$ cat src/rtl/cmd_sequencer_if.sv
// Command-memory read port plus device control/handshake signals of cmd_sequencer.
// Optional getconfig strobe exists only when GETCONFIG_EN is defined.
interface cmd_sequencer_if;
    logic [7:0]  cmd_addr;
    logic [31:0] cmd_data;
    logic        dut_rst;
    logic        init;
    logic        load;
    logic        fetch;
    logic [15:0] idata;
    logic        ack;
    logic [15:0] odata;
`ifdef GETCONFIG_EN
    logic        getconfig;

    modport master (
        output cmd_addr, dut_rst, init, load, fetch, idata, getconfig,
        input  cmd_data, ack, odata
    );
    modport slave (
        input  cmd_addr, dut_rst, init, load, fetch, idata, getconfig,
        output cmd_data, ack, odata
    );
`else
    modport master (
        output cmd_addr, dut_rst, init, load, fetch, idata,
        input  cmd_data, ack, odata
    );
    modport slave (
        input  cmd_addr, dut_rst, init, load, fetch, idata,
        output cmd_data, ack, odata
    );
`endif
endinterface

$ cat src/rtl/cmd_sequencer.sv
// Command sequencer: reads opcode/operand words from a 1-cycle-latency memory and drives a device.
// Define GETCONFIG_EN to add opcode 4 (GETCONFIG) and the getconfig request strobe.
module cmd_sequencer (
    input  logic            clk,
    input  logic            rst,
    input  logic            start,
    cmd_sequencer_if.master bus,
    output logic            busy,
    output logic            done,
    output logic [2:0]      err_code,
    output logic [31:0]     cycle_count
);

    localparam logic [2:0] S_IDLE   = 3'd0;
    localparam logic [2:0] S_RD_OP  = 3'd1;
    localparam logic [2:0] S_RD_ARG = 3'd2;
    localparam logic [2:0] S_EXEC   = 3'd3;
    localparam logic [2:0] S_DONE   = 3'd4;
    localparam logic [2:0] S_ERROR  = 3'd5;

    localparam logic [2:0] K_RESET  = 3'd0;
    localparam logic [2:0] K_CLOCK  = 3'd1;
    localparam logic [2:0] K_INIT   = 3'd2;
    localparam logic [2:0] K_WAIT   = 3'd3;
    localparam logic [2:0] K_LOAD   = 3'd4;
    localparam logic [2:0] K_FETCH  = 3'd5;

    localparam logic [2:0] E_OPCODE   = 3'd1;
    localparam logic [2:0] E_TIMEOUT  = 3'd2;
    localparam logic [2:0] E_MISMATCH = 3'd3;
    localparam logic [2:0] E_WRAP     = 3'd4;

    localparam int R_LOAD  = 0;
    localparam int R_FETCH = 1;
`ifdef GETCONFIG_EN
    localparam logic [2:0] K_GETCFG = 3'd6;
    localparam int R_GETCFG = 2;
    localparam int NREQ     = 3;
`else
    localparam int NREQ     = 2;
`endif

    logic [2:0]      state_q, state_d;
    logic            phase_q, phase_d;      // 0: address cycle, 1: data cycle
    logic [8:0]      ptr_q, ptr_d;          // bit 8 flags a read past the last word
    logic [2:0]      kind_q, kind_d;
    logic [1:0]      nargs_q, nargs_d;
    logic [1:0]      arg_idx_q, arg_idx_d;
    logic [31:0]     arg0_q, arg0_d, arg1_q, arg1_d, arg2_q, arg2_d;
    logic [31:0]     cnt_q, cnt_d;
    logic            dut_rst_q, dut_rst_d;
    logic            init_q, init_d;
    logic [NREQ-1:0] req_q, req_d;
    logic [15:0]     idata_q, idata_d;
    logic [2:0]      err_q, err_d;
    logic [31:0]     cyc_q, cyc_d;

    logic            dispatch;
    logic            err_hit;
    logic [2:0]      err_val;
    logic            begin_prog;

    assign busy = (state_q == S_RD_OP) || (state_q == S_RD_ARG) || (state_q == S_EXEC);

    always_comb begin
        // NOTE: every variable gets a default first, so no path through the case can infer a latch.
        state_d    = state_q;
        phase_d    = phase_q;
        ptr_d      = ptr_q;
        kind_d     = kind_q;
        nargs_d    = nargs_q;
        arg_idx_d  = arg_idx_q;
        arg0_d     = arg0_q;
        arg1_d     = arg1_q;
        arg2_d     = arg2_q;
        cnt_d      = cnt_q;
        dut_rst_d  = dut_rst_q;
        init_d     = init_q;
        req_d      = req_q;
        idata_d    = idata_q;
        err_d      = err_q;
        cyc_d      = cyc_q;
        dispatch   = 1'b0;
        err_hit    = 1'b0;
        err_val    = 3'd0;
        begin_prog = 1'b0;

        if (busy && (cyc_q != 32'hFFFF_FFFF)) begin
            cyc_d = cyc_q + 32'd1;
        end

        case (state_q)
            S_IDLE, S_DONE, S_ERROR: begin
                begin_prog = start;
            end
            S_RD_OP, S_RD_ARG: begin
                if (!phase_q) begin
                    if (ptr_q[8]) begin
                        err_hit = 1'b1;
                        err_val = E_WRAP;
                    end else begin
                        phase_d = 1'b1;
                    end
                end else begin
                    phase_d = 1'b0;
                    ptr_d   = ptr_q + 9'd1;
                    if (state_q == S_RD_OP) begin
                        state_d   = S_RD_ARG;
                        arg_idx_d = 2'd0;
                        case (bus.cmd_data)
                            32'd1: begin kind_d = K_RESET; nargs_d = 2'd1; end
                            32'd2: begin kind_d = K_CLOCK; nargs_d = 2'd1; end
                            32'd3: begin kind_d = K_INIT;  dispatch = 1'b1; end
                            32'd5: begin kind_d = K_WAIT;  nargs_d = 2'd1; end
                            32'd6: begin kind_d = K_LOAD;  nargs_d = 2'd3; end
                            32'd7: begin kind_d = K_FETCH; nargs_d = 2'd3; end
`ifdef GETCONFIG_EN
                            // GETCONFIG has no hold operand; a cleared hold makes it drop after ack.
                            32'd4: begin kind_d = K_GETCFG; nargs_d = 2'd2; arg2_d = 32'd0; end
`endif
                            32'hFFFF_FFFF: begin
                                state_d = S_DONE;
                                req_d   = '0;
                            end
                            default: begin
                                err_hit = 1'b1;
                                err_val = E_OPCODE;
                            end
                        endcase
                    end else begin
                        case (arg_idx_q)
                            2'd0:    arg0_d = bus.cmd_data;
                            2'd1:    arg1_d = bus.cmd_data;
                            default: arg2_d = bus.cmd_data;
                        endcase
                        if (arg_idx_q == nargs_q - 2'd1) begin
                            dispatch = 1'b1;
                        end else begin
                            arg_idx_d = arg_idx_q + 2'd1;
                        end
                    end
                end
            end
            S_EXEC: begin
                case (kind_q)
                    K_RESET, K_WAIT: begin
                        if (cnt_q == 32'd1) begin
                            dut_rst_d = 1'b0;
                            state_d   = S_RD_OP;
                        end else begin
                            cnt_d = cnt_q - 32'd1;
                        end
                    end
                    K_INIT: begin
                        init_d  = 1'b0;
                        state_d = S_RD_OP;
                    end
                    default: begin
                        if (bus.ack) begin
                            if ((kind_q != K_LOAD) && (bus.odata != arg0_q[15:0])) begin
                                err_hit = 1'b1;
                                err_val = E_MISMATCH;
                            end else begin
                                state_d = S_RD_OP;
                                if (arg2_q == 32'd0) begin
                                    req_d = '0;
                                end
                            end
                        end else if (cnt_q == 32'd0) begin
                            err_hit = 1'b1;
                            err_val = E_TIMEOUT;
                        end else begin
                            cnt_d = cnt_q - 32'd1;
                        end
                    end
                endcase
            end
            default: state_d = S_IDLE;
        endcase

        // CLOCK and WAITFOR 0 fall straight through to the next opcode read.
        if (dispatch) begin
            state_d = S_RD_OP;
            case (kind_d)
                K_RESET: begin
                    state_d   = S_EXEC;
                    dut_rst_d = 1'b1;
                    cnt_d     = (arg0_d == 32'd0) ? 32'd1 : arg0_d;
                end
                K_INIT: begin
                    state_d = S_EXEC;
                    init_d  = 1'b1;
                end
                K_WAIT: begin
                    if (arg0_d != 32'd0) begin
                        state_d = S_EXEC;
                        cnt_d   = arg0_d;
                    end
                end
                K_LOAD: begin
                    state_d       = S_EXEC;
                    req_d[R_LOAD] = 1'b1;
                    idata_d       = arg0_d[15:0];
                    cnt_d         = arg1_d;
                end
                K_FETCH: begin
                    state_d        = S_EXEC;
                    req_d[R_FETCH] = 1'b1;
                    cnt_d          = arg1_d;
                end
`ifdef GETCONFIG_EN
                K_GETCFG: begin
                    state_d         = S_EXEC;
                    req_d[R_GETCFG] = 1'b1;
                    cnt_d           = arg1_d;
                end
`endif
                default: ;
            endcase
        end

        if (err_hit) begin
            state_d   = S_ERROR;
            err_d     = err_val;
            dut_rst_d = 1'b0;
            init_d    = 1'b0;
            req_d     = '0;
        end

        if (begin_prog) begin
            state_d = S_RD_OP;
            phase_d = 1'b0;
            ptr_d   = 9'd0;
            err_d   = 3'd0;
            cyc_d   = 32'd0;
        end
    end

    always_ff @(posedge clk) begin
        // NOTE: sequential state uses <= so every register samples the pre-edge values.
        if (rst) begin
            // NOTE: operand and counter registers are reset too, so no X can leak onto outputs.
            state_q   <= S_IDLE;
            phase_q   <= 1'b0;
            ptr_q     <= 9'd0;
            kind_q    <= K_RESET;
            nargs_q   <= 2'd0;
            arg_idx_q <= 2'd0;
            arg0_q    <= 32'd0;
            arg1_q    <= 32'd0;
            arg2_q    <= 32'd0;
            cnt_q     <= 32'd0;
            dut_rst_q <= 1'b0;
            init_q    <= 1'b0;
            req_q     <= '0;
            idata_q   <= 16'd0;
            err_q     <= 3'd0;
            cyc_q     <= 32'd0;
        end else begin
            state_q   <= state_d;
            phase_q   <= phase_d;
            ptr_q     <= ptr_d;
            kind_q    <= kind_d;
            nargs_q   <= nargs_d;
            arg_idx_q <= arg_idx_d;
            arg0_q    <= arg0_d;
            arg1_q    <= arg1_d;
            arg2_q    <= arg2_d;
            cnt_q     <= cnt_d;
            dut_rst_q <= dut_rst_d;
            init_q    <= init_d;
            req_q     <= req_d;
            idata_q   <= idata_d;
            err_q     <= err_d;
            cyc_q     <= cyc_d;
        end
    end

    assign bus.cmd_addr  = ptr_q[7:0];
    assign bus.dut_rst   = dut_rst_q;
    assign bus.init      = init_q;
    assign bus.load      = req_q[R_LOAD];
    assign bus.fetch     = req_q[R_FETCH];
    assign bus.idata     = idata_q;
`ifdef GETCONFIG_EN
    assign bus.getconfig = req_q[R_GETCFG];
`endif
    assign done        = (state_q == S_DONE);
    assign err_code    = err_q;
    assign cycle_count = cyc_q;

endmodule

$ cat src/flat_wrapper.sv
// flat-port wrapper written by rule: the top's interface ports become plain ports
module cmd_sequencer_flat 
  (clk, rst, start, busy, done, err_code, cycle_count, bus_cmd_addr, bus_dut_rst, bus_init, bus_load, bus_fetch, bus_idata, bus_cmd_data, bus_ack, bus_odata);
  cmd_sequencer_if bus_i ();
  input  logic clk;
  input  logic rst;
  input  logic start;
  output logic busy;
  output logic done;
  output logic [2:0] err_code;
  output logic [31:0] cycle_count;
  output wire logic [$bits(bus_i.cmd_addr)-1:0] bus_cmd_addr;
  output wire logic [$bits(bus_i.dut_rst)-1:0] bus_dut_rst;
  output wire logic [$bits(bus_i.init)-1:0] bus_init;
  output wire logic [$bits(bus_i.load)-1:0] bus_load;
  output wire logic [$bits(bus_i.fetch)-1:0] bus_fetch;
  output wire logic [$bits(bus_i.idata)-1:0] bus_idata;
  input wire logic [$bits(bus_i.cmd_data)-1:0] bus_cmd_data;
  input wire logic [$bits(bus_i.ack)-1:0] bus_ack;
  input wire logic [$bits(bus_i.odata)-1:0] bus_odata;
  assign bus_cmd_addr = bus_i.cmd_addr;
  assign bus_dut_rst = bus_i.dut_rst;
  assign bus_init = bus_i.init;
  assign bus_load = bus_i.load;
  assign bus_fetch = bus_i.fetch;
  assign bus_idata = bus_i.idata;
  assign bus_i.cmd_data = bus_cmd_data;
  assign bus_i.ack = bus_ack;
  assign bus_i.odata = bus_odata;
  cmd_sequencer u_core (.clk(clk), .rst(rst), .start(start), .bus(bus_i), .busy(busy), .done(done), .err_code(err_code), .cycle_count(cycle_count));
endmodule
$ cat config.mk
export PLATFORM = sky130hd
export DESIGN_NAME = cmd_sequencer_flat
export DESIGN_NICKNAME = d
export VERILOG_FILES = /design/src/rtl/cmd_sequencer_if.sv /design/src/rtl/cmd_sequencer.sv /design/src/flat_wrapper.sv
export SDC_FILE = /design/constraint.sdc
export NUM_CORES = 1
export LEC_CHECK = 0
export BUFFER_PORTS_ARGS = -buffer_cell sky130_fd_sc_hd__buf_2
export CORE_ASPECT_RATIO = 0.5
export CORE_MARGIN = 8
export CORE_UTILIZATION = 58
export CTS_CLUSTER_DIAMETER = 150
export DETAILED_ROUTE_END_ITERATION = 16
export PLACE_DENSITY = 0.89
export SYNTH_ARGS = -nofsm -noshare
export SYNTH_HDL_FRONTEND = slang
export SYNTH_SLANG_ARGS = --single-unit
export TNS_END_PERCENT = 1
$ cat constraint.sdc
create_clock -name clk -period 3.6 [get_ports clk]
set_input_delay 0.18 -clock clk [delete_from_list [all_inputs] [get_ports clk]]
set_output_delay 0.18 -clock clk [all_outputs]
set_load 0.02 [all_outputs]
Yosys cells after proc, flatten, opt, wreduce, memory -nomap -nowiden
Cells that the tools add are included.

Bitwise operators: 2. Multiplexer cells: 83. Equal/unequal tests: 43. Reductions and logical operators: 34. Add/subtract/negate cells: 5.

Operators with widths (number): 32-bit two-way mux (15); 32-bit by 3-bit == test with 1-bit output, second input constant (3); 32-bit zero test (3); 32-bit one-hot mux with 3 select lines (1); 32-bit by 1-bit == test with 1-bit output, second input constant (2); 32-bit by 2-bit == test with 1-bit output, second input constant (2); 32-bit one-hot mux with 2 select lines (1); 3-bit two-way mux (16); 32-bit by 1-bit adder with 32-bit output, second input constant (1); 32-bit == test, second input constant (1); 32-bit inequality test, second input constant (1); 32-bit nonzero test (1); 32-bit by 1-bit subtractor with 32-bit output, second input constant (1); 1-bit two-way mux (29); 2-bit two-way mux (13); 3-bit by 2-bit == test with 1-bit output, second input constant (6); 3-bit one-hot mux with 2 select lines (3); 3-bit one-hot mux with 6 select lines (1); 6-bit AND reduction (3); 16-bit inequality test (1); 7-bit by 4-bit inequality test with 1-bit output, second input constant (2); 2-bit OR reduction (7); 3-bit == test, second input constant (4); 4-bit by 1-bit inequality test with 1-bit output, second input constant (3); other kinds (30) (47).

Input port bits: 52. Register bits: 203.

Logic depth before layout (Yosys ltp)
Gate-level depths: netlist of the first run.

Word-level depth: 11. Mapped depth: 12. Gate-level depth less buffers: 9.

Worst setup path after synthesis of the first run
OpenSTA, ideal clock, no wires.

Path kind: flip-flop to flip-flop. From: register u_core.cnt_q[0]. To: register u_core.cnt_q[31]. Setup time: 0.120 ns. Cell stages (with the launch flop): 9. Arrival: 2.562 ns. Required time: 3.480 ns. Path buffers: 1. Period minus slack after synthesis: 2.682 ns. Path slack: 0.918 ns. Cells stage by stage: dfxtp_1 > or4_4 > or3_4 > or4_1 > buf_2 > or4_4 > nor4_4 > xnor2_1 > o22ai_2.

Longest elaborated chain between the ends: 8.

RTL lines: start: declaration (line cmd_sequencer.sv:50) `logic [31:0] cnt_q, cnt_d;`; start signal: assignment (line cmd_sequencer.sv:269) `cnt_q <= cnt_d;`; 32-bit by 1-bit subtractor with 32-bit output or 32-bit zero test (tied branches) (line cmd_sequencer.sv:151, cmd_sequencer.sv:173, cmd_sequencer.sv:169); 32-bit two-way mux (line cmd_sequencer.sv:169) `end else if (cnt_q == 32'd0) begin`; 32-bit two-way mux (line cmd_sequencer.sv:159) `if (bus.ack) begin`; 32-bit one-hot mux with 2 select lines (*) (line cmd_sequencer.sv:145) `case (kind_q)`; 32-bit two-way mux (*) (line cmd_sequencer.sv:92) `case (state_q)`; 32-bit two-way mux (line cmd_sequencer.sv:195) `if (arg0_d != 32'd0) begin`; 32-bit one-hot mux with 3 select lines (line cmd_sequencer.sv:184) `case (kind_d)`; 32-bit two-way mux (*) (line cmd_sequencer.sv:182) `if (dispatch) begin`.

Mark *: on every way between the ends. The rest lies on a longest branch, timed or not. A chain may end at the register's enable or synchronous reset.

Worst setup path after layout of the first run
From: input bus_cmd_data[18]. To: register u_core.cnt_q[18].

Longest elaborated chain between the ends: 9.

RTL lines: start: declaration (line flat_wrapper.sv:18) `input wire logic [$bits(bus_i.cmd_data)-1:0] bus_cmd_data;`; 32-bit by 3-bit == test with 1-bit output, or another cell as far along (line cmd_sequencer.sv:110) `case (bus.cmd_data)`; 3-bit one-hot mux with 6 select lines (line cmd_sequencer.sv:110); 3-bit two-way mux (line cmd_sequencer.sv:107) `if (state_q == S_RD_OP) begin`; 3-bit two-way mux (line cmd_sequencer.sv:97) `if (!phase_q) begin`; 3-bit two-way mux (line cmd_sequencer.sv:92); 3-bit == test (line cmd_sequencer.sv:184); 2-bit OR reduction (no source line); 32-bit one-hot mux with 3 select lines (line cmd_sequencer.sv:184); 32-bit two-way mux (*) (line cmd_sequencer.sv:182).

Marks and branches as above.

==> results.txt, run 1 <==
- Vias in the first global route: 8699
- GRT Util Overall: approximately 26%
- Fin util: between 60% and 70%
- Summed over all failing endpoints, the final setup total negative slack is 0 ps.
* Total of buffers placed on input and output ports: 116
* Kind of capture point of the worst setup path: register
- Category of the worst setup path launch point: input port
- Met1 wire length: 11500 um
- Most frequent standard cell in the layout excluding fill and tap cells: sky130_fd_sc_hd__dfxtp_1
- Sorting the synthesized cells by area gives the leading types as sky130_fd_sc_hd__dfxtp_1, sky130_fd_sc_hd__mux2i_1, sky130_fd_sc_hd__nor2_1, sky130_fd_sc_hd__xnor2_1, sky130_fd_sc_hd__nand2_1.
- Cells on worst reg2reg path: 8
- Antenna violations before repair: 0
- Critical path arrival: 3770 ps
* Hold violation count in the final report: 1
- The top cell type by area accounts for 42.4% of the synthesized area.
- Clock tree from TritonCTS: yes
* Gate count after technology mapping: between 1000 and 1500
* Number of warnings reported in the yosys synthesis log: 0
* Share of post-route cells with drive strength above 1: between 15 and 20%
- 0 antenna diodes ended up in the layout.
- Post-route DRC violation count: 0
- Horizontal extent of the die: 198 um
* Number of enable flip-flop cells after synthesis: 0
* Mean post-synth cell area: roughly 8.7 um^2
- The analysis attributes to cell leakage a power of approximately 0.0045 uW.
* Buffer depth of the longest clock path: 3
- Area growth, synth to finish: 15.9%
* Detailed-route wire length per cell: about 20 um
- Worst Setup Path Type: in2reg
- Combined area of all synthesized cells: 9590 um^2
- Primary flip-flop cell chosen by synthesis mapping: sky130_fd_sc_hd__dfxtp_1
* Max-slew violation count: 0
- Worst ir drop on vdd: approximately 280 uV
* Number of max-cap violations: 0
* Setup skew after layout: around 22 ps
- From bottom edge to top edge, the die measures about 110 um.
- Routed wl met2: ~13000 um
* Global-route wire length before repair: 45100 um
- Final Routed Wirelength: about 29000 um
- Num ports: ~120
- At the end of routability-driven placement, the weighted congestion stood at slightly above 0.9.
* 1st-pass router iterations: 7
* Slowest library cell on the worst path: sky130_fd_sc_hd__or4_1
* Nets@finish: 1260
- Required arrival time at the worst endpoint: just under 4000 ps
* Clock sink count: just over 200
- In this run the register-to-register setup slack is 310 ps.
* Number of vias per cell: ~6.4
* Cell type with the largest total area after synthesis: sky130_fd_sc_hd__dfxtp_1
* Count of state elements after synthesis: ~200
- For this run, the slowest stage of the critical path takes 630 ps.
- Maximum number of pins on one net before global-route repair: a little under 80
- Worst Tran Pin Value: between 1000 and 1500 ps
- The run finished, with violations left.
- Buffers inserted during clock tree synthesis total 19.
- Length of routed met3 wiring: approximately 3700 um
* Number of rows in the core area: 33
* CTS root buf: sky130_fd_sc_hd__clkbuf_16
- The initial utilization of the core area, before any placement, comes to between 50% and 60%.
- Clock transition time at the flip-flop clock pins of the worst setup and hold paths: about 70 ps
- The die covers 21200 um^2.
* Final Cycle Share: a little over nine tenths
* Type of the most critical hold path: in2reg
- Hold depth: 3
- After layout, the minimum clock period comes to approximately 3400 ps.
- Total via count in the routed design: ~9200
* Post-detail-place hpwl: roughly 19000 um
- Relative slew margins: about 18%
- At the later pin of the worst-skew pair, clock insertion delay measures 510 ps.
- Counting every net in the synthesized netlist gives about 1200.
- For this run, asynchronously set or reset flops after synthesis account for 0%.
- Area of the core: roughly 16000 um^2
* Starting DRT DRC Count: 1130
* Number of H-tree levels: 1
- Final hold analysis gives a worst-case slack of -1.46 ps.
* Ordered cell list for the critical path: dlygate4sd3_1, buf_2, nor4_1, nand4_1, or4_1, a22oi_1, nor4b_1, or3_1, buf_4, o22ai_1
- Total power divided by cell area: 409 nW/um^2
- In this run the top signal layer used is met4.
- In the layout the commonest cells are sky130_fd_sc_hd__dfxtp_1, sky130_fd_sc_hd__nor2_1, sky130_fd_sc_hd__buf_2.
- After global routing the overflow that remains totals 0.
- Static timing analysis puts the maximum clock frequency at 294 MHz.
* Setup violation total in the final timing report: 0
* Number of unique standard cell types used by synthesis: between 60 and 70
* Unrepaired setup endpoints after global routing: no
* Post-route antenna net violation count: 0
- Fraction of the yosys area taken by sequential cells: between 40 and 50%
* Violations in the final reports: negative hold slack
- Maximum fanout along the worst path: 21
==> synth_stat cells, types with 14 or more instances <==
cell type                  count
sky130_fd_sc_hd__a211oi_1     20
sky130_fd_sc_hd__a21oi_1      60
sky130_fd_sc_hd__buf_2        14
sky130_fd_sc_hd__clkbuf_1     47
sky130_fd_sc_hd__dfxtp_1     203
sky130_fd_sc_hd__inv_1        18
sky130_fd_sc_hd__mux2i_1      61
sky130_fd_sc_hd__nand2_1      99
sky130_fd_sc_hd__nand3_1      21
sky130_fd_sc_hd__nand4_1      25
sky130_fd_sc_hd__nor2_1      148
sky130_fd_sc_hd__nor3_1       22
sky130_fd_sc_hd__nor4_1       36
sky130_fd_sc_hd__o21ai_0      24
sky130_fd_sc_hd__o22ai_1      31
sky130_fd_sc_hd__o32a_1       30
sky130_fd_sc_hd__or3_1        16
sky130_fd_sc_hd__xnor2_1      45
sky130_fd_sc_hd__xor2_1       33
==> repair_timing <==
item | 4_1_cts | 5_1_grt
setup endpoints to repair | 0 | 37
endpoints found under the hold margin | 24 | 0
setup buffers | 0 | 2
hold buffers | 23 | 0
resized for setup | 0 | 0
==> stage by stage <==
step | total power, uW | hold slack, ps | area (um^2) | setup slack [ps] | cells
6_report | 4550 | -1.46 | 11100 | 194 | 1442
2_1_floorplan | 2450 | 316 | 9590 | 918 | 1098
3_3_place_gp | 2520 | 441 | 10200 | 379 | 1382
5_1_grt | 4660 | 21.4 | 11100 | 4.37 | 1442
3_5_place_dp | 2530 | 448 | 10200 | 126 | 1382
4_1_cts | 4550 | 0.240 | 11100 | 130 | 1439
==> logic make-up (layout without fill, tap and decap cells) <==
kind of cell             after synthesis  after routing  share of synthesized area [%]
buffers and inverters                 96            212                           4.94
adder cells (fa/ha/maj)                6              6                          0.783
AND/OR/NAND/NOR                      446            447                           23.4
XOR/XNOR                              78             78                           7.12
multiplexers                          61             61                           6.36
flip-flops                           203            203                           42.4
AO/OA/AOI/OAI                        208            208                           15.0
==> path summary, 6_finish.rpt <==
kind                           from           endpoint
setup / recovery   bus_cmd_data[18]   u_core.cnt_q[18]
hold / removal                start  u_core.state_q[0]
setup reg to reg  u_core.state_q[2]   u_core.cnt_q[18]
hold reg to reg   u_core.arg2_q[23]  u_core.arg2_q[23]
==> area by class of cell <==
class / count / area [um^2]
Fill cell: 1199 / 5150
Multi-Input combinational cell: 800 / 5100
Clock buffer: 29 / 563
Inverter: 18 / 67.6
Timing Repair Buffer: 160 / 983
Clock inverter: 5 / 58.8
Sequential cell: 203 / 4060
Tap cell: 227 / 284
==> worst max-delay path, delay by kind of cell <==
| family | cells | cell delay, ps |
|---|---|---|
| buffers and inverters | 3 | 1080 |
| AO/OA/AOI/OAI | 2 | 500 |
| AND/OR/NAND/NOR | 5 | 1980 |
==> power breakdown <==
group	switching, uW	internal (uW)
sequential	9.19	2250
clock	884	1160
combinational	159	92.4
==> metal layers <==
metal / GRT usage, % / up-vias
met4: 9.54 / 0
li1: - / 4159
met2: 40.7 / 614
met3: 7.75 / 120
met5: 0 / -
met1: 32.9 / 4319
==> sequential cells by signal, indices dropped and copies added, names as in the netlist, 3 cells and up <==
signal and cells:
u_core.state_q 3, u_core.kind_q 3, u_core.err_code 3, u_core.arg0_q 32, u_core.cycle_count 32, u_core.ptr_q 9
u_core.arg1_q 32, u_core.arg2_q 32, u_core.bus.idata 16, u_core.cnt_q 32
Note: power is estimated with default switching activity, not from simulation.
==> run 2: changes to the inputs <==
Clock period 3.6 ns to 3.5 ns, I/O delays scaled along.
==> results.txt, run 2 (synthesis gave the netlist of run 1 again) <==
- The run finished with clean final reports.
- Power spent charging and discharging nets: 1080 uW (+2.9%)
- Worst hold margin: 34.7 ps (+36.2 ps)
* Worst setup timing slack at the placement stage: 203 ps (+76.6 ps)
- Number of fill cells: 1233 (+2.8%)
* Detailed-route wire length per cell: 19.6 um (-1.6%)
* Maximum fanout along the worst path: 22 (+4.8%)
- The routability-driven placement congestion ratio was 0.906 (-3.2%).
- Global-route wire length before repair: 44900 um (-0.40%)
* Starting Density: 59.0% (unchanged)
* Number of vias per cell: 6.18 (-3.2%)
- The height of the die came to 107 um (unchanged).
- Vias in the first global route: 8717 (+0.21%)
* Clock share of power: 45.2% (+0.4 points)
* Part of the power in combinational logic: 5.6% (about the same)
- The die outline area is 21200 um^2 (unchanged).
- Starting DRT DRC Count: 853 (-25%)
* Final worst path period need: 3340 ps
- The count of maximum capacitance violations is 0 (unchanged).
- The count of pins over their slew limit was 0 (unchanged).
* Nets@finish: 1271 (+0.87%)
- Required arrival time at the worst endpoint: 3880 ps (-90 ps)
- Setup skew after layout: 21.9 ps (-0.513 ps)
* Share of post-route cells with drive strength above 1: 16.8% (+0.19 points)
- Clock transition time at the flip-flop clock pins of the worst setup and hold paths: 70 ps (about the same)
* 1st-pass router iterations: 5 (-2)
- The buffer levels on the longest clock path came to 3 (unchanged).
- The cell-internal power was 3650 uW (+4.2%).
* Post-detail-place hpwl: 19500 um (+2.5%)
- The clock latency of the later-clocked register in the worst-skew pair is 510 ps (about the same).
- Worst ir drop on vdd: 297 uV (+4.6%)
- Final Routed Wirelength: 28500 um (-0.78%)
- Grt total ovfl: 0 (unchanged)
- The internal reg-to-reg setup slack is 300 ps (about the same).
* Type of the most critical hold path: in2reg
- Static timing analysis puts the maximum clock frequency at 299 MHz.
- The normalized max-slew margin is 22.5% (+4.8 points).
- The transition time at the pin with the least slew margin came to 1160 ps (-71.8 ps).
- Top library cells by usage in the layout, fill and taps aside: sky130_fd_sc_hd__dfxtp_1, sky130_fd_sc_hd__nor2_1, sky130_fd_sc_hd__buf_2
* Most frequent standard cell in the layout excluding fill and tap cells: sky130_fd_sc_hd__dfxtp_1
- Minimum setup slack in the final design: 158 ps (-35.5 ps)
* Clock sink count: 203 (unchanged)
* Sequential share of power: 49.2% (-0.5 points)
- Of the available clock period, the critical path in the final layout requires between 90% and 100%.
- The remaining antenna violation count after routing was 0 (unchanged).
- The startpoint identified for the worst hold timing path is bus_cmd_data[5].
- The port buffer count was 116 (unchanged).
- The final count of negative-setup-slack endpoints came to 0 (unchanged).
- The number of placement rows is 33 (unchanged).
- The tree is rooted in a sky130_fd_sc_hd__clkbuf_16.
- Start point of the critical path: bus_cmd_data[20]
- Area of the core: 16300 um^2 (unchanged)
- Worst Setup Path Type: in2reg
- The overall fraction of global-route tracks in use was 25.7% (-0.034 points).
* Switching portion of total power: 22.9% (-0.22 points)
* TritonCTS buffer count: 19 (unchanged)
- The leakage power was 0.00452 uW (+1.4%).
- Hold violation count in the final report: 0 (-1)
- Critical path arrival: 3720 ps (-50 ps)
- Setup tns final: 0 ps (unchanged)
- The power density over cell area is 421 nW/um^2 (+2.7%).
* Area growth, synth to finish: 17.2%
- The number of antenna violations at the first check in global routing was 1 (+1).
- The number of top-level design ports is 117 (unchanged).
* Horizontal extent of the die: 198 um (unchanged)
- TritonCTS built the clock tree.
* Post-route DRC violation count: 0 (unchanged)
- Number of H-tree levels: 1 (unchanged)
- Unrepaired setup endpoints after global routing: no
- Maximum number of pins on one net before global-route repair: 73 (-5.2%)
- The via count of the routed design is 8988 (-2.4%).
* Reg-to-Reg Start: u_core.state_q[0]
- The worst setup path is captured at a register.
- The post-cts repair resize count is 0 (unchanged).
- Category of the worst setup path launch point: input port
==> run 2: path summary, 6_finish.rpt <==
kind                 endpoint  cells past startpoint
max           u_core.cnt_q[3]                     11
min reg2reg  u_core.arg2_q[2]                      2
min          u_core.arg2_q[5]                      3
max reg2reg   u_core.cnt_q[3]                      9
==> run 2: final cells by class <==
class,instances,area (um^2),share of cell area (%)
Timing Repair Buffer,171,1110,9.84
Clock buffer,24,494,4.40
Antenna cell,2,5.00,0.0445
Tap cell,227,284,2.53
Sequential cell,203,4060,36.1
Clock inverter,9,126,1.12
Multi-Input combinational cell,800,5100,45.3
Inverter,18,67.6,0.601
==> run 2: metal layers <==
metal  share of wire, %  GRT usage, %  vias up
met3                 12          8.94       83
met2                 44          40.5      462
met5                  0             0        -
met4                3.4          9.59        0
met1                 41          32.2     4263
li1                   -             -     4180
==> run 2: stage by stage <==
stage	area, um^2	cells	utilization [%]	total power [uW]
2_1_floorplan	9590	1098	-	2520
4_1_cts	11200	1450	69.0	4730
3_3_place_gp	10300	1388	63.4	2600
3_5_place_dp	10300	1388	63.4	2610
6_report	11200	1454	69.1	4730
5_1_grt	11200	1453	69.1	4860
==> run 2: critical path: stages <==
cell	delay [ps]
sky130_fd_sc_hd__dlygate4sd3_1	550
sky130_fd_sc_hd__buf_2	170
sky130_fd_sc_hd__nor4_1	350
sky130_fd_sc_hd__nand4_1	400
sky130_fd_sc_hd__o41a_1	450
sky130_fd_sc_hd__nor2_1	340
sky130_fd_sc_hd__buf_4	260
sky130_fd_sc_hd__xor2_2	480
sky130_fd_sc_hd__buf_12	240
sky130_fd_sc_hd__o32a_1	190
sky130_fd_sc_hd__o22ai_1	90
==> run 2: timing repair <==
| action | CTS | global route |
|---|---|---|
| hold buffers | 29 | 0 |
| setup endpoints to repair | 0 | 33 |
| hold endpoints to repair | 30 | 0 |
| buffers inserted | 0 | 1 |
==> run 2: power groups by stage <==
stage | Clock [uW] | Sequential, uW | Combinational, uW
global route | 2260 | 2330 | 282
CTS | 2150 | 2330 | 256
finish | 2140 | 2330 | 263
detailed placement | 0 | 2380 | 228
floorplan | 0 | 2380 | 139
global placement | 0 | 2380 | 223
==> run 3: changes to the inputs <==
Settings changed: PLACE_DENSITY 0.89 to 0.8.
==> results.txt, run 3 (synthesis gave the netlist of run 1 again) <==
- Total of buffers placed on input and output ports: 116 (unchanged)
- Total via count in the routed design: 8948 (-0.45%)
- Relative to the synthesized area, the layout overhead comes to 16.9%.
- The pin count of the biggest net entering global routing came to 69 (-5.5%).
* Die Ht: 107 um (unchanged)
- The normalized max-slew margin came to 21.1% (-1.4 points).
* Number of H-tree levels: 1 (unchanged)
- Run status: finished, final reports clean
* Number of diodes added for antenna fixing: 0 (-2)
* Total die area: 21200 um^2 (unchanged)
- Number of rows in the core area: 33 (unchanged)
- Reg2Reg Setup Slack: 450 ps (+150 ps)
- The placed cell count came to 1390 (+0.14%).
- Maximum frequency from static timing analysis: 302 MHz (+0.91%)
* Share of post-route cells with drive strength above 1: 16.9% (+0.082 points)
* Unrepaired setup endpoints after global routing: no
* Nets@finish: 1272 (+0.079%)
- GP Congestion: 0.905 (about the same)
- The final count of negative-setup-slack endpoints was 0 (unchanged).
- The slowest stage of the critical path is the sky130_fd_sc_hd__nor3b_2 cell.
* Number of standard cells in the layout, taps in and fillers out: 1452 (-0.14%)
- The first-pass iteration count of the detailed router came to 5 (unchanged).
* Required arrival time at the worst endpoint: 3820 ps (-60 ps)
- Maximum cell stage delay along the critical path: 990 ps (+440 ps)
- Grt total ovfl: 0 (unchanged)
* CTS root buf: sky130_fd_sc_hd__clkbuf_16
- The worst setup path is captured at a register.
- Horizontal extent of the die: 198 um (unchanged)
- The count of pins over their slew limit is 0 (unchanged).
* Antenna violations before repair: 1 (unchanged)
* Worst Setup Path Type: in2reg
- The worst setup skew after layout was 25.9 ps (+3.96 ps).
- Maximum fanout along the worst path: 16 (-27%)
* Final Cycle Share: 94.6% (-0.86 points)
- Top library cells by usage in the layout, fill and taps aside: sky130_fd_sc_hd__dfxtp_1, sky130_fd_sc_hd__nor2_1, sky130_fd_sc_hd__buf_2
* Buffer depth of the longest clock path: 3 (unchanged)
- In this run the worst setup path begins at bus_cmd_data[17].
- Worst Hold Launch: bus_cmd_data[3]
* Clock sink count: 203 (unchanged)
- Type of the most critical hold path: in2reg
- The average wire length per cell after detail routing came to 19.1 um (-2.5%).
* Final Routed Wirelength: 27800 um (-2.7%)
- Clock tree from TritonCTS: yes
* Num ports: 117 (unchanged)
- Cells on worst reg2reg path: 6 (-3)
* Area of the core: 16300 um^2 (unchanged)
- The TritonCTS buffer count came to 19 (unchanged).
* Reg-to-Reg Start: u_core.state_q[2]
- The power density over cell area is 410 nW/um^2 (-2.6%).
- Critical path arrival: 3630 ps (-90 ps)
- Vias in the first global route: 8413 (-3.5%)
* GRT Util Overall: 25.0% (-0.63 points)
- The total negative slack for setup checks came to 0 ps (unchanged).
* Hold depth: 3 (unchanged)
- Post-route antenna net violation count: 0 (unchanged)
- Hold violation count in the final report: 0 (unchanged)
- Post-route DRC violation count: 0 (unchanged)
* Ordered cell list for the critical path: dlygate4sd3_1, buf_2, nor4_1, nand4_1, or3_1, a21bo_2, nor3b_2, a211oi_1
- Final worst path period need: 3310 ps (-30.0 ps)
* Crit Reg-Reg Endpoint: u_core.bus.idata[15]
- Number of max-cap violations: 0 (unchanged)
* Setup fix buffers added after clock tree synthesis: 0 (unchanged)
* Number of vias per cell: 6.16 (-0.31%)
- The clock latency of the later-clocked register in the worst-skew pair came to 500 ps (about the same).
- The initial cell density of the core is 59.0% (unchanged).
* Leakage Power: 0.00451 uW (-0.22%)
- The library cell used most frequently in the layout, excluding fill and tap cells, is sky130_fd_sc_hd__dfxtp_1.
* Global-route wire length before repair: 43900 um (-2.4%)
* Post-detail-place hpwl: 19000 um (-2.5%)
* Starting DRT DRC Count: 802 (-6.0%)
- STA classifies the critical path startpoint as an input port.
* Worst Tran Pin Value: 1180 ps (+20.9 ps)
- The peak supply drop was 273 uV (-8.1%).
- Clock transition time at the flip-flop clock pins of the worst setup and hold paths: 70 ps (about the same)
- For hold timing, the worst endpoint is u_core.arg2_q[3].
run 3: cell types whose count changed in the layout (fill, tap and decap cells not counted), sizes merged:
cell,change
clkinvlp,-1
bufinv,-3
diode,-2
clkinv,-1
buf,+1
clkbuf,+4
run 3: area by class of cell:
class | instances | area (um^2)
clock buffers | 28 | 559
clock inverters | 4 | 23.8
flip-flops and latches | 203 | 4060
multi-input cells | 800 | 5100
fillers | 1316 | 5060
well taps | 227 | 284
repair buffers | 172 | 1110
inverters | 18 | 67.6
run 3: worst max-delay path by stage:
stage | end | slack, ps
after floorplan | u_core.cnt_q[31] | 820
after global placement | u_core.bus.idata[3] | 430
after detailed placement | u_core.bus.idata[14] | 250
after CTS | u_core.bus.idata[10] | 140
after global routing | u_core.bus.idata[15] | 60
final | u_core.bus.idata[15] | 190
run 3: metrics by stage:
step                hold slack [ps]  utilization [%]  setup WS [ps]  area (um^2)  power [uW]
CTS                           0.780             68.8            138        11200        4600
detailed placement              446             63.5            254        10300        2610
floorplan                       311                -            818         9590        2520
global placement                443             63.5            433        10300        2610
finish                         10.3             68.9            188        11200        4590
global route                   41.0             68.9           57.0        11200        4730
run 3: what timing repair did:
item,4_1_cts,5_1_grt
resized for setup,0,0
hold endpoints to repair,30,1
hold buffers,28,1
endpoints found under the setup margin,0,14
run 3: power by group:
part           switching (uW)  internal, uW  total [uW]
combinational             166           105         271
sequential               8.70          2320        2320
clock                     889          1110        2000
total                    1060          3530        4590
run 3: worst max-delay path, delay by kind of cell:
| family | cells | cell delay, ps |
|---|---|---|
| buffers and inverters | 2 | 700 |
| AND/OR/NAND/NOR | 4 | 2190 |
| AO/OA/AOI/OAI | 2 | 550 |
run 3: layer usage:
metal	part of all wire, %	track usage (%)
met5	0.036	0
met4	1.9	5.14
met3	12	7.53
met2	43	38.6
met1	43	34.3
